## src/rtl/cpu6502_pkg.sv

```systemverilog
`default_nettype none
// ---------------------------------------------------------------------------
// Module  : cpu6502_pkg
// Purpose : Shared encodings for the 6502 interrupt sequencer: sequencer
//           state codes, vector addresses, bus direction and P bit indices.
// Rev     : 1.0  initial release
// ---------------------------------------------------------------------------
package cpu6502_pkg;

  // Stack page and vector low-byte addresses
  localparam logic [7:0]  c_stack_page = 8'h01;
  localparam logic [15:0] c_vec_nmi    = 16'hFFFA;
  localparam logic [15:0] c_vec_rst    = 16'hFFFC;
  localparam logic [15:0] c_vec_irq    = 16'hFFFE;

  // Bus direction
  localparam logic c_rw_read  = 1'b0;
  localparam logic c_rw_write = 1'b1;

  // Status register bit positions
  localparam int c_p_bit_i = 2;
  localparam int c_p_bit_b = 4;
  localparam int c_p_bit_u = 5;

  // Sequencer state codes
  localparam logic [2:0] c_st_idle     = 3'd0;
  localparam logic [2:0] c_st_rst_wait = 3'd1;
  localparam logic [2:0] c_st_push_h   = 3'd2;
  localparam logic [2:0] c_st_push_l   = 3'd3;
  localparam logic [2:0] c_st_push_p   = 3'd4;
  localparam logic [2:0] c_st_vec_lo   = 3'd5;
  localparam logic [2:0] c_st_vec_hi   = 3'd6;
  localparam logic [2:0] c_st_load_pc  = 3'd7;

  typedef enum logic [2:0] {
    S_IDLE     = c_st_idle,
    S_RST_WAIT = c_st_rst_wait,
    S_PUSH_H   = c_st_push_h,
    S_PUSH_L   = c_st_push_l,
    S_PUSH_P   = c_st_push_p,
    S_VEC_LO   = c_st_vec_lo,
    S_VEC_HI   = c_st_vec_hi,
    S_LOAD_PC  = c_st_load_pc
  } seq_state_t;

  // Which vector the current sequence fetches (BRK shares the IRQ vector)
  typedef enum logic [1:0] {
    VS_RST = 2'd0,
    VS_NMI = 2'd1,
    VS_IRQ = 2'd2
  } vec_sel_t;

endpackage
`default_nettype wire

```

## src/rtl/nmi_edge_detect.sv

```systemverilog
`default_nettype none
// ---------------------------------------------------------------------------
// Module  : nmi_edge_detect
// Purpose : Falling-edge detector on the (already synchronised) NMI line with
//           a sticky pending bit. o_req also reflects an edge seen in the
//           current cycle so a boundary that coincides with the edge can
//           take the NMI immediately.
// Rev     : 1.0  initial release
// ---------------------------------------------------------------------------
module nmi_edge_detect (
  input  logic clk,
  input  logic rst,
  input  logic i_nmi_n,
  input  logic i_arm,   // edges are ignored while low
  input  logic i_clr,   // NMI sequence accepted this cycle
  output logic o_req
);

  logic r_nmi_prev;
  logic r_pend;
  logic w_fall;

  assign w_fall = r_nmi_prev & ~i_nmi_n & i_arm;
  assign o_req  = r_pend | w_fall;

  // Track the previous line level; keep the request until it is consumed
  always_ff @(posedge clk) begin
    r_nmi_prev <= i_nmi_n;
    if (rst) begin
      r_pend <= 1'b0;
    end else if (i_clr) begin
      r_pend <= 1'b0;
    end else if (w_fall) begin
      r_pend <= 1'b1;
    end
  end

endmodule
`default_nettype wire

```

## src/rtl/interrupt_sequencer.sv

```systemverilog
`default_nettype none
// ---------------------------------------------------------------------------
// Module  : interrupt_sequencer
// Purpose : Drives the 6502 datapath through reset, NMI, IRQ and BRK entry:
//           pushes PCH, PCL, P (interrupts only), fetches the vector and
//           loads it into PC while holding control_unit stalled via busy.
// Rev     : 1.0  initial release
// ---------------------------------------------------------------------------
module interrupt_sequencer
  import cpu6502_pkg::*;
#(
  parameter logic [7:0]  STACK_PAGE = c_stack_page,
  parameter logic [15:0] VEC_NMI    = c_vec_nmi,
  parameter logic [15:0] VEC_RST    = c_vec_rst,
  parameter logic [15:0] VEC_IRQ    = c_vec_irq
) (
  input  logic        clk,
  input  logic        rst,
  input  logic        nmi_n,
  input  logic        irq_n,
  input  logic        brk_req,
  input  logic        instr_boundary,
  input  logic        i_flag,
  input  logic [15:0] pc,
  input  logic [7:0]  p,
  input  logic [7:0]  sp,
  input  logic [7:0]  data_in,
  output logic        busy,
  output logic [15:0] addr,
  output logic [7:0]  data_out,
  output logic        read_write,
  output logic        sp_dec,
  output logic        pc_load,
  output logic [15:0] pc_value,
  output logic        set_i
);

  seq_state_t  r_state;
  vec_sel_t    r_vec_sel;
  logic        r_brk_flag;
  logic [7:0]  r_vec_lo;
  logic [7:0]  r_vec_hi;

  logic        w_nmi_req;
  logic        w_can_accept;
  logic        w_take_nmi;
  logic        w_take_brk;
  logic        w_take_irq;
  logic [15:0] w_vec_base;

  // NMI edges are not recorded while the reset sequence is waiting
  nmi_edge_detect u_nmi_edge (
    .clk     (clk),
    .rst     (rst),
    .i_nmi_n (nmi_n),
    .i_arm   (r_state != S_RST_WAIT),
    .i_clr   (w_take_nmi),
    .o_req   (w_nmi_req)
  );

  assign w_can_accept = (r_state == S_IDLE) && instr_boundary;
  assign w_take_nmi   = w_can_accept && w_nmi_req;
  assign w_take_brk   = w_can_accept && !w_nmi_req && brk_req;
  assign w_take_irq   = w_can_accept && !w_nmi_req && !brk_req && !irq_n && !i_flag;

  assign pc_value = {r_vec_hi, r_vec_lo};

  // Vector base for the sequence in flight
  always_comb begin
    case (r_vec_sel)
      VS_NMI:  w_vec_base = VEC_NMI;
      VS_IRQ:  w_vec_base = VEC_IRQ;
      default: w_vec_base = VEC_RST;
    endcase
  end

  // Sequencer state, vector selection and vector capture
  always_ff @(posedge clk) begin
    if (rst) begin
      r_state    <= S_RST_WAIT;
      r_vec_sel  <= VS_RST;
      r_brk_flag <= 1'b0;
      r_vec_lo   <= 8'h00;
      r_vec_hi   <= 8'h00;
    end else begin
      case (r_state)
        S_IDLE: begin
          if (w_take_nmi) begin
            r_vec_sel  <= VS_NMI;
            r_brk_flag <= 1'b0;
            r_state    <= S_PUSH_H;
          end else if (w_take_brk) begin
            r_vec_sel  <= VS_IRQ;
            r_brk_flag <= 1'b1;
            r_state    <= S_PUSH_H;
          end else if (w_take_irq) begin
            r_vec_sel  <= VS_IRQ;
            r_brk_flag <= 1'b0;
            r_state    <= S_PUSH_H;
          end
        end
        S_RST_WAIT: r_state <= S_VEC_LO;
        S_PUSH_H:   r_state <= S_PUSH_L;
        S_PUSH_L:   r_state <= S_PUSH_P;
        S_PUSH_P:   r_state <= S_VEC_LO;
        S_VEC_LO: begin
          r_vec_lo <= data_in;
          r_state  <= S_VEC_HI;
        end
        S_VEC_HI: begin
          r_vec_hi <= data_in;
          r_state  <= S_LOAD_PC;
        end
        S_LOAD_PC:  r_state <= S_IDLE;
        default:    r_state <= S_IDLE;
      endcase
    end
  end

  // Moore decode of the bus and datapath controls
  always_comb begin
    busy       = 1'b0;
    addr       = 16'h0000;
    data_out   = 8'h00;
    read_write = c_rw_read;
    sp_dec     = 1'b0;
    pc_load    = 1'b0;
    set_i      = 1'b0;
    case (r_state)
      S_RST_WAIT: busy = 1'b1;
      S_PUSH_H, S_PUSH_L, S_PUSH_P: begin
        busy       = 1'b1;
        addr       = {STACK_PAGE, sp};
        read_write = c_rw_write;
        sp_dec     = 1'b1;
        if (r_state == S_PUSH_H) begin
          data_out = pc[15:8];
        end else if (r_state == S_PUSH_L) begin
          data_out = pc[7:0];
        end else begin
          data_out            = p;
          data_out[c_p_bit_u] = 1'b1;
          data_out[c_p_bit_b] = r_brk_flag;
        end
      end
      S_VEC_LO: begin
        busy = 1'b1;
        addr = w_vec_base;
      end
      S_VEC_HI: begin
        busy = 1'b1;
        addr = w_vec_base + 16'd1;
      end
      S_LOAD_PC: begin
        busy    = 1'b1;
        pc_load = 1'b1;
        set_i   = 1'b1;
      end
      default: ;
    endcase
  end

endmodule
`default_nettype wire

```

## config.mk

```make
export PLATFORM = sky130hd
export DESIGN_NAME = interrupt_sequencer
export DESIGN_NICKNAME = d
export VERILOG_FILES = /design/src/rtl/cpu6502_pkg.sv /design/src/rtl/nmi_edge_detect.sv /design/src/rtl/interrupt_sequencer.sv
export SDC_FILE = /design/constraint.sdc
export NUM_CORES = 1
export LEC_CHECK = 0
export ABC_AREA = 1
export CORE_ASPECT_RATIO = 0.8
export CORE_MARGIN = 5
export CORE_UTILIZATION = 37
export DETAILED_ROUTE_END_ITERATION = 12
export GPL_TIMING_DRIVEN = 1
export PLACE_DENSITY = 0.83
export SLEW_MARGIN = 25
export SYNTH_ARGS = -nofsm -noshare
export SYNTH_HDL_FRONTEND = slang
export SYNTH_HIERARCHICAL = 1
export SYNTH_SLANG_ARGS = --single-unit
```

## constraint.sdc

```tcl
create_clock -name clk -period 4 [get_ports clk]
set_clock_uncertainty 0.15 [all_clocks]
set_input_delay 0.8 -clock clk [delete_from_list [all_inputs] [get_ports clk]]
set_output_delay 0.8 -clock clk [all_outputs]
set_load 0.05 [all_outputs]
```

After elaboration in Yosys (flattened, before gate mapping)
Index checks and enable logic that the tools add are counted.
Widths: inputs -> output; s select.
{"block": "classes", "addsub": 1, "n_eq_ne": 11, "muxes": 18, "bitwise_logic": 4, "n_reduce_logical": 18}
{"operator": "$pmux 16 s3", "count": 1}
{"operator": "$mux 8", "count": 3}
{"operator": "$pmux 3 s7", "count": 1}
{"operator": "$add 16x1->16 const B", "count": 1}
{"operator": "$eq 3x3->1 const B", "count": 4}
{"operator": "$mux 3", "count": 3}
{"operator": "$logic_and 1x1->1", "count": 7}
{"operator": "$reduce_or 7->1", "count": 1}
{"operator": "$eq 3x2->1 const B", "count": 2}
{"operator": "$mux 1", "count": 6}
{"operator": "$mux 2", "count": 3}
{"operator": "$pmux 3 s2", "count": 1}
{"operator": "$logic_not 1->1", "count": 4}
{"operator": "$ne 4x3->1 const B", "count": 1}
{"operator": "$reduce_or 2->1", "count": 2}
{"operator": "$eq 3x1->1 const B", "count": 1}
{"operator": "$logic_not 3->1", "count": 1}
{"operator": "$ne 3x1->1 const B", "count": 1}
{"operator": "$reduce_bool 3->1", "count": 1}
{"operator": "$reduce_or 3->1", "count": 1}
{"operator": "$and 1x1->1", "count": 2}
{"operator": "$eq 2x1->1 const B", "count": 1}
{"operator": "$eq 2x2->1 const B", "count": 1}
{"operator": "$reduce_and 2->1", "count": 1}
{"operator": "2 further kinds", "count": 2}
{"block": "word_totals", "register_bits": 24, "inputBits": 47, "out_inout_bits": 45, "word_cells": 59}

Depth between registers and ports, before layout
Gate-level depths: netlist of run 1.
{"block": "depth", "word_depth": 13, "depth_mapped": 9, "mapped_depth_nobuf": 9}

By module
Netlist of run 1, hierarchy kept.
{"module": "interrupt_sequencer", "instances": 1, "cells_each": 197, "area_each_um2": 1237.4, "seq_area_each_um2": 440.4}
{"module": "nmi_edge_detect", "instances": 1, "cells_each": 8, "area_each_um2": 71.3, "seq_area_each_um2": 40.0}

Worst setup path after synthesis of run 1
No wires, ideal clock.
{"block": "synth_path", "path_kind": "reg2out", "from": "register r_state[2]", "to": "output addr[1]", "t_arrival_ns": 2.253, "required_time_ns": 3.050, "slack_ns": 0.797, "stages_incl_launch_ff": 7, "path_buffers": 0, "cell_sequence": "dfxtp_1 -> nand2_1 -> nor2_4 -> inv_2 -> nand2_2 -> inv_2 -> o21ai_0"}
{"block": "synth_via", "elab_chain_len": 3, "word_cells_on_any_way": 7, "cone_classes": "5 x eq/ne; 1 x mux; 1 x reduce/logical"}
{"item": "start, declared", "line": "interrupt_sequencer.sv:38", "source": "seq_state_t r_state;"}
{"item": "start signal, assigned", "line": "interrupt_sequencer.sv:80", "source": "r_state <= S_RST_WAIT;"}
{"item": "start signal, assigned", "line": "interrupt_sequencer.sv:91", "source": "r_state <= S_PUSH_H;"}
{"item": "start signal, assigned", "line": "interrupt_sequencer.sv:95", "source": "r_state <= S_PUSH_H;"}
{"item": "$eq 3x2->1 or $eq 3x3->1 (tied branches)", "line": "interrupt_sequencer.sv:129", "source": "case (r_state)"}
{"item": "$reduce_or 3->1"}
{"item": "$pmux 16 s3 *", "line": "interrupt_sequencer.sv:129"}
{"item": "end, declared", "line": "interrupt_sequencer.sv:29", "source": "output logic [15:0] addr,"}
Every way passes the cells marked *; elsewhere a longest branch is shown, timed or not.

Worst setup path after layout of run 1
{"block": "layout_path", "from": "register r_state[2]", "to": "output addr[2]"}
The elaborated chain is that of the path after synthesis.

==> results of run 1 <==
metal layers:
layer	vias to the layer above	part of all wire	GRT usage
met2	52	0.47	0.253
met4	0	0.014	0.0415
met5	-	0	0
met3	4	0.062	0.0385
li1	789	-	-
met1	631	0.45	0.186
final cells by class:
| cell class | instances | area [um2] | share of cell area |
|---|---|---|---|
| Clock inverter | 1 | 30.0 | 0.0134 |
| Tap cell | 42 | 52.6 | 0.0235 |
| Clock buffer | 3 | 41.3 | 0.0184 |
| Sequential cell | 24 | 480 | 0.215 |
| Timing Repair Buffer | 90 | 898 | 0.401 |
| Multi-Input combinational cell | 136 | 613 | 0.274 |
| Inverter | 33 | 124 | 0.0553 |
through the flow:
| step | hold slack, ns | util | instance area (um2) |
|---|---|---|---|
| after detailed placement | 0.286 | 0.633 | 2170 |
| final | 0.297 | 0.654 | 2240 |
| after global placement | 0.283 | 0.633 | 2170 |
| after floorplan | 0.285 | - | 1310 |
| after CTS | 0.298 | 0.654 | 2240 |
| after global routing | 0.309 | 0.654 | 2240 |
where the power goes:
part | leakage [nW] | switching [mW] | internal, mW
sequential | 0.197 | 0.0160 | 0.262
clock | 0.0357 | 0.0769 | 0.134
combinational | 0.762 | 0.365 | 0.188
cell usage in the layout (no fill, tap or decap), types with 3 or more instances in the layout:
cell type        count
inv_1               29
dfxtp_1             24
inv_2                4
clkbuf_8             3
clkdlybuf4s50_1     89
a21oi_1             12
o21ai_0             20
nand2_1             46
nor2_1              34
nand3_1             13
final timing paths:
kind	endpoint	slack [ns]	from
worst max-delay path	addr[2]	0.65	r_state[2]
worst min-delay path	r_vec_lo[2]	0.30	r_vec_lo[2]
worst max register to register	r_vec_sel[1]	2.46	r_state[0]
worst min register to register	r_vec_lo[2]	0.30	r_vec_lo[2]
state kept, by name, summed over array words and instances (netlist names):
signal	cells
r_vec_hi	8
r_vec_lo	8
r_state	3
r_vec_sel	2
r_brk_flag	1
u_nmi_edge/r_nmi_prev	1
u_nmi_edge/r_pend	1
worst min-delay path: stages (launching register included):
cell     delay [ns]
dfxtp_1        0.31
inv_1          0.04
a21oi_1        0.05
cell families after synthesis:
| kind of cell | count (synthesis) | share of synthesized area |
|---|---|---|
| simple gates | 100 | 0.319 |
| buf+inv | 45 | 0.164 |
| compound gates | 35 | 0.140 |
| flops | 24 | 0.367 |
| fa+ha+maj | 1 | 0.00956 |
==> results.json, run 1 <==
{
  "grt_pass1_wl_um": 5810,
  "p_leak_nw": 0.994,
  "io_pins": 92,
  "cts_buffer_depth": 2,
  "ys_types": 21,
  "finalPower_mw": 1.04,
  "synth.most_common_cell": "nand2_1",
  "cp_top_family": "buffers and inverters",
  "dieArea_um2": 4830,
  "grt_max_degree": 19,
  "ant_nets": 0,
  "worst-path-max-fanout": 10,
  "crit_path_frequent_cell": "inv_2",
  "drt_iter0_markers": 77,
  "powerDensity_nw_per_um2": 465,
  "ys_seq_elements": 24,
  "dominantRegCellSynth": "dfxtp_1",
  "max_freq_mhz": 298,
  "cts_sinks": 24,
  "start_util": 0.382,
  "whs_path_depth": 2,
  "grt_setup_unrepaired": "false",
  "cts.hold.buffers_added": 0,
  "antenna_found_initial": 0,
  "htreeDepth": 1,
  "die_x_um": 76.5,
  "cts_setup_buffers": 0,
  "path_clk_slew_ns": 0.08,
  "vdd_ir_drop_max_mv": 0.273,
  "synth_edf_count": 0,
  "synth_nets": 253,
  "gr-usage-all-layers": 0.149,
  "finalWorstSetupSlack_ns": 0.646,
  "wl_per_cell_um": 11.8,
  "drive_above_1_share": 0.0488,
  "setup.worst_path.class": "flop to output port",
  "timing.max_cap.violations": 0,
  "vias": 1476,
  "worst_pin_slew_ns": 0.526,
  "wl_um": 3890,
  "ctsRootBufferMaster": "clkbuf_8",
  "placedCellCount": 325,
  "synth.area.top_cells": "dfxtp_1, nand2_1, nor2_1",
  "required_ns": 3.05,
  "synth_area_um2": 1310,
  "hold_path_class": "flop to flop",
  "post-place-ws_ns": 0.723,
  "layout-area-overhead-vs-synth_pct": 71.1,
  "ys_async_sr_fraction": 0,
  "grt_pass1_vias": 1235,
  "num-nets-final": 336,
  "fp.coreArea_um2": 3420,
  "syn_area_per_cell_um2": 6.38,
  "cp_num_buf_inv": 3,
  "final-max-slew-violation-count": 0,
  "cts_tree": "yes",
  "rows": 19,
  "nFillCells": 293,
  "max_slew_margin": 0.648,
  "drc": 0,
  "path_depth": 7,
  "setup_viol": 0,
  "gp_congestion": 0.840,
  "hold_viol": 0,
  "port_buffers": 89,
  "setup-tns-final_ns": 0,
  "ff2ff_path_depth": 8,
  "period_minus_slack_ns": 3.35,
  "synth_seq_area_share": 0.367,
  "arrival_ns": 2.40,
  "cts_buffers": 3,
  "crit_path_end_kind": "output port",
  "gr-total-overflow": 0,
  "stdcell_count": 329,
  "crit_path_max_incr_delay_ns": 0.84,
  "dieHeight_um": 63.2,
  "yosys.area.top_type": "dfxtp_1",
  "dp_hpwl_um": 3240,
  "cts_resized": 0,
  "clock_latency_ns": 0.26,
  "diodes": 0,
  "critPathLaunchType": "flop",
  "dr.pass1.iters": 4,
  "status": "completed",
  "finalCritPeriodShare": 0.839,
  "synth_warnings": 6,
  "netlist_top_cells_count": "nand2_1, nor2_1, inv_1",
  "post_synth_inst_count": 205,
  "cp_cell_sequence": "nand2_1 -> nor2_4 -> inv_2 -> nand2_2 -> inv_2 -> o21ai_0 -> clkdlybuf4s50_1",
  "vias_per_cell": 4.49,
  "yosys.area.top_type_share": 0.367,
  "critPathSlowestCell": "clkdlybuf4s50_1"
}
(Power assumes the default switching activity.)
==> run 2, diff against run 1 <==
--- a/config.mk
+++ b/config.mk
@@ -8,10 +8,10 @@
 export ABC_AREA = 1
 export CORE_ASPECT_RATIO = 0.8
 export CORE_MARGIN = 5
-export CORE_UTILIZATION = 37
+export CORE_UTILIZATION = 35
 export DETAILED_ROUTE_END_ITERATION = 12
 export GPL_TIMING_DRIVEN = 1
-export PLACE_DENSITY = 0.83
+export PLACE_DENSITY = 0.8
 export SLEW_MARGIN = 25
 export SYNTH_ARGS = -nofsm -noshare
 export SYNTH_HDL_FRONTEND = slang
==> constraint.sdc (replaced) <==
create_clock -name clk -period 3.4 [get_ports clk]
set_clock_uncertainty 0.15 [all_clocks]
set_input_delay 0.68 -clock clk [delete_from_list [all_inputs] [get_ports clk]]
set_output_delay 0.68 -clock clk [all_outputs]
set_load 0.05 [all_outputs]
==> results.json, run 2 (synthesized netlist as in run 1, its figures left out) <==
{
  "dp_hpwl_um": 3260,
  "powerDensity_nw_per_um2": 545,
  "internal-power_mw": 0.683,
  "num-nets-final": 336,
  "p_clk_frac": 0.201,
  "layout_common_cells": "clkdlybuf4s50_1, nand2_1, nor2_1",
  "worst_pin_slew_ns": 0.530,
  "top_layer_used": "met4",
  "cts_buffer_depth": 2,
  "finalWorstSetupSlack_ns": 0.230,
  "finalPower_mw": 1.22,
  "timing.max_cap.violations": 0,
  "grt_pass1_wl_um": 6140,
  "crit_path_end_kind": "output port",
  "drive_above_1_share": 0.0627,
  "diodes": 0,
  "crit_path_max_incr_delay_ns": 0.80,
  "wl_per_cell_um": 11.9,
  "required_ns": 2.57,
  "setup_viol": 0,
  "path_clk_slew_ns": 0.08,
  "p_sw_frac": 0.439,
  "critPathSlowestCell": "clkdlybuf4s50_1",
  "top_regs": "r_vec_hi: 8 flops, r_vec_lo: 8 flops, r_state: 3 flops",
  "grt_pass1_vias": 1290,
  "hold_viol": 0,
  "drc": 0,
  "port_buffers": 89,
  "clock_latency_ns": 0.26,
  "layout-area-overhead-vs-synth_pct": 70.7,
  "final_common_cell": "clkdlybuf4s50_1",
  "p_switching_mw": 0.534,
  "setup.worst_path.class": "flop to output port",
  "die_x_um": 78.4,
  "gr-usage-all-layers": 0.152,
  "max_slew_margin": 0.646,
  "max_freq_mhz": 315,
  "gp_congestion": 0.786,
  "cts_sinks": 24,
  "wl_met3_um": 276,
  "p_comb_frac": 0.531,
  "critPathLaunchType": "flop",
  "holdWs_ns": 0.296,
  "dr.pass1.iters": 6,
  "final-max-slew-violation-count": 0,
  "setup-tns-final_ns": 0,
  "wl_um": 3900,
  "routedLengthMet1_um": 1770,
  "antenna_found_initial": 0,
  "cp_cell_sequence": "inv_1 -> nand2_2 -> nor2_1 -> inv_1 -> nor2_1 -> nor2_1 -> nand2_1 -> inv_1 -> clkdlybuf4s50_1",
  "start_util": 0.372,
  "hold_path_class": "flop to flop",
  "period_minus_slack_ns": 3.17,
  "cts_tree": "yes",
  "ant_nets": 0,
  "seqPwrFrac": 0.268,
  "p_leak_nw": 1.04,
  "drt_iter0_markers": 76,
  "vdd_ir_drop_max_mv": 0.248,
  "finalCritPeriodShare": 0.932,
  "cts.hold.buffers_added": 0,
  "gr-total-overflow": 0,
  "post-place-ws_ns": 0.341,
  "fp.coreArea_um2": 3520,
  "arrival_ns": 2.34,
  "dieHeight_um": 64.7,
  "grt_setup_unrepaired": "false",
  "dieArea_um2": 5070,
  "vias": 1472,
  "grt_max_degree": 18,
  "htreeDepth": 1,
  "vias_per_cell": 4.47,
  "rows": 19,
  "ctsRootBufferMaster": "clkbuf_8",
  "worst-path-max-fanout": 13,
  "io_pins": 92,
  "cts_buffers": 3,
  "status": "completed",
  "dr_wl_met2_um": 1800
}
==> run 2: layout make-up <==
type,count,area [um2]
Fill cell,331,1280
Timing Repair Buffer,90,893
Multi-Input combinational cell,136,613
Sequential cell,24,480
Inverter,33,124
Tap cell,42,52.6
Clock buffer,3,41.3
Clock inverter,1,30.0
==> run 2: timing repair <==
item                       4_1_cts  5_1_grt
gates resized for setup          0        2
setup buffers                    0        0
setup endpoints to repair        0        2
==> run 2: layer usage <==
layer	vias up	global-route usage
met2	47	0.255
li1	792	-
met1	625	0.189
met5	-	0
met3	8	0.0416
met4	0	0.0524
==> run 2: through the flow <==
| stage | area (um2) | utilization | std cells |
|---|---|---|---|
| 2_1_floorplan | 1310 | - | 205 |
| 3_3_place_gp | 2160 | 0.613 | 325 |
| 3_5_place_dp | 2160 | 0.613 | 325 |
| 4_1_cts | 2230 | 0.634 | 329 |
| 5_1_grt | 2230 | 0.635 | 329 |
| 6_report | 2230 | 0.635 | 329 |
==> run 2: worst paths after layout <==
path                             startpoint            to  depth (start not counted)  slack [ns]
worst max-delay path             r_state[2]   data_out[2]                          9        0.23
worst min-delay path            r_vec_lo[1]   r_vec_lo[1]                          2        0.30
worst max register to register   r_state[0]  r_vec_sel[1]                          8        1.87
worst min register to register  r_vec_lo[1]   r_vec_lo[1]                          2        0.30
==> run 2: power by group through the flow <==
| stage | Clock (mW) | Combinational [mW] | Sequential [mW] |
|---|---|---|---|
| 2_1_floorplan | 0 | 0.383 | 0.394 |
| 3_3_place_gp | 0 | 0.646 | 0.332 |
| 3_5_place_dp | 0 | 0.650 | 0.333 |
| 4_1_cts | 0.253 | 0.651 | 0.327 |
| 5_1_grt | 0.264 | 0.682 | 0.331 |
| 6_report | 0.245 | 0.647 | 0.326 |
==> run 2: critical path: cells and delay by family (launching register included) <==
family,cells,cell delay [ns]
buf+inv,4,1.25
flops,1,0.42
simple gates,5,0.39
==> run 3, diff against run 2 <==
--- a/config.mk
+++ b/config.mk
@@ -6,6 +6,7 @@
 export NUM_CORES = 1
 export LEC_CHECK = 0
 export ABC_AREA = 1
+export CAP_MARGIN = 25
 export CORE_ASPECT_RATIO = 0.8
 export CORE_MARGIN = 5
 export CORE_UTILIZATION = 35
==> results of run 3 <==
No change in the layout: final DEF, timing and power equal those of run 2.
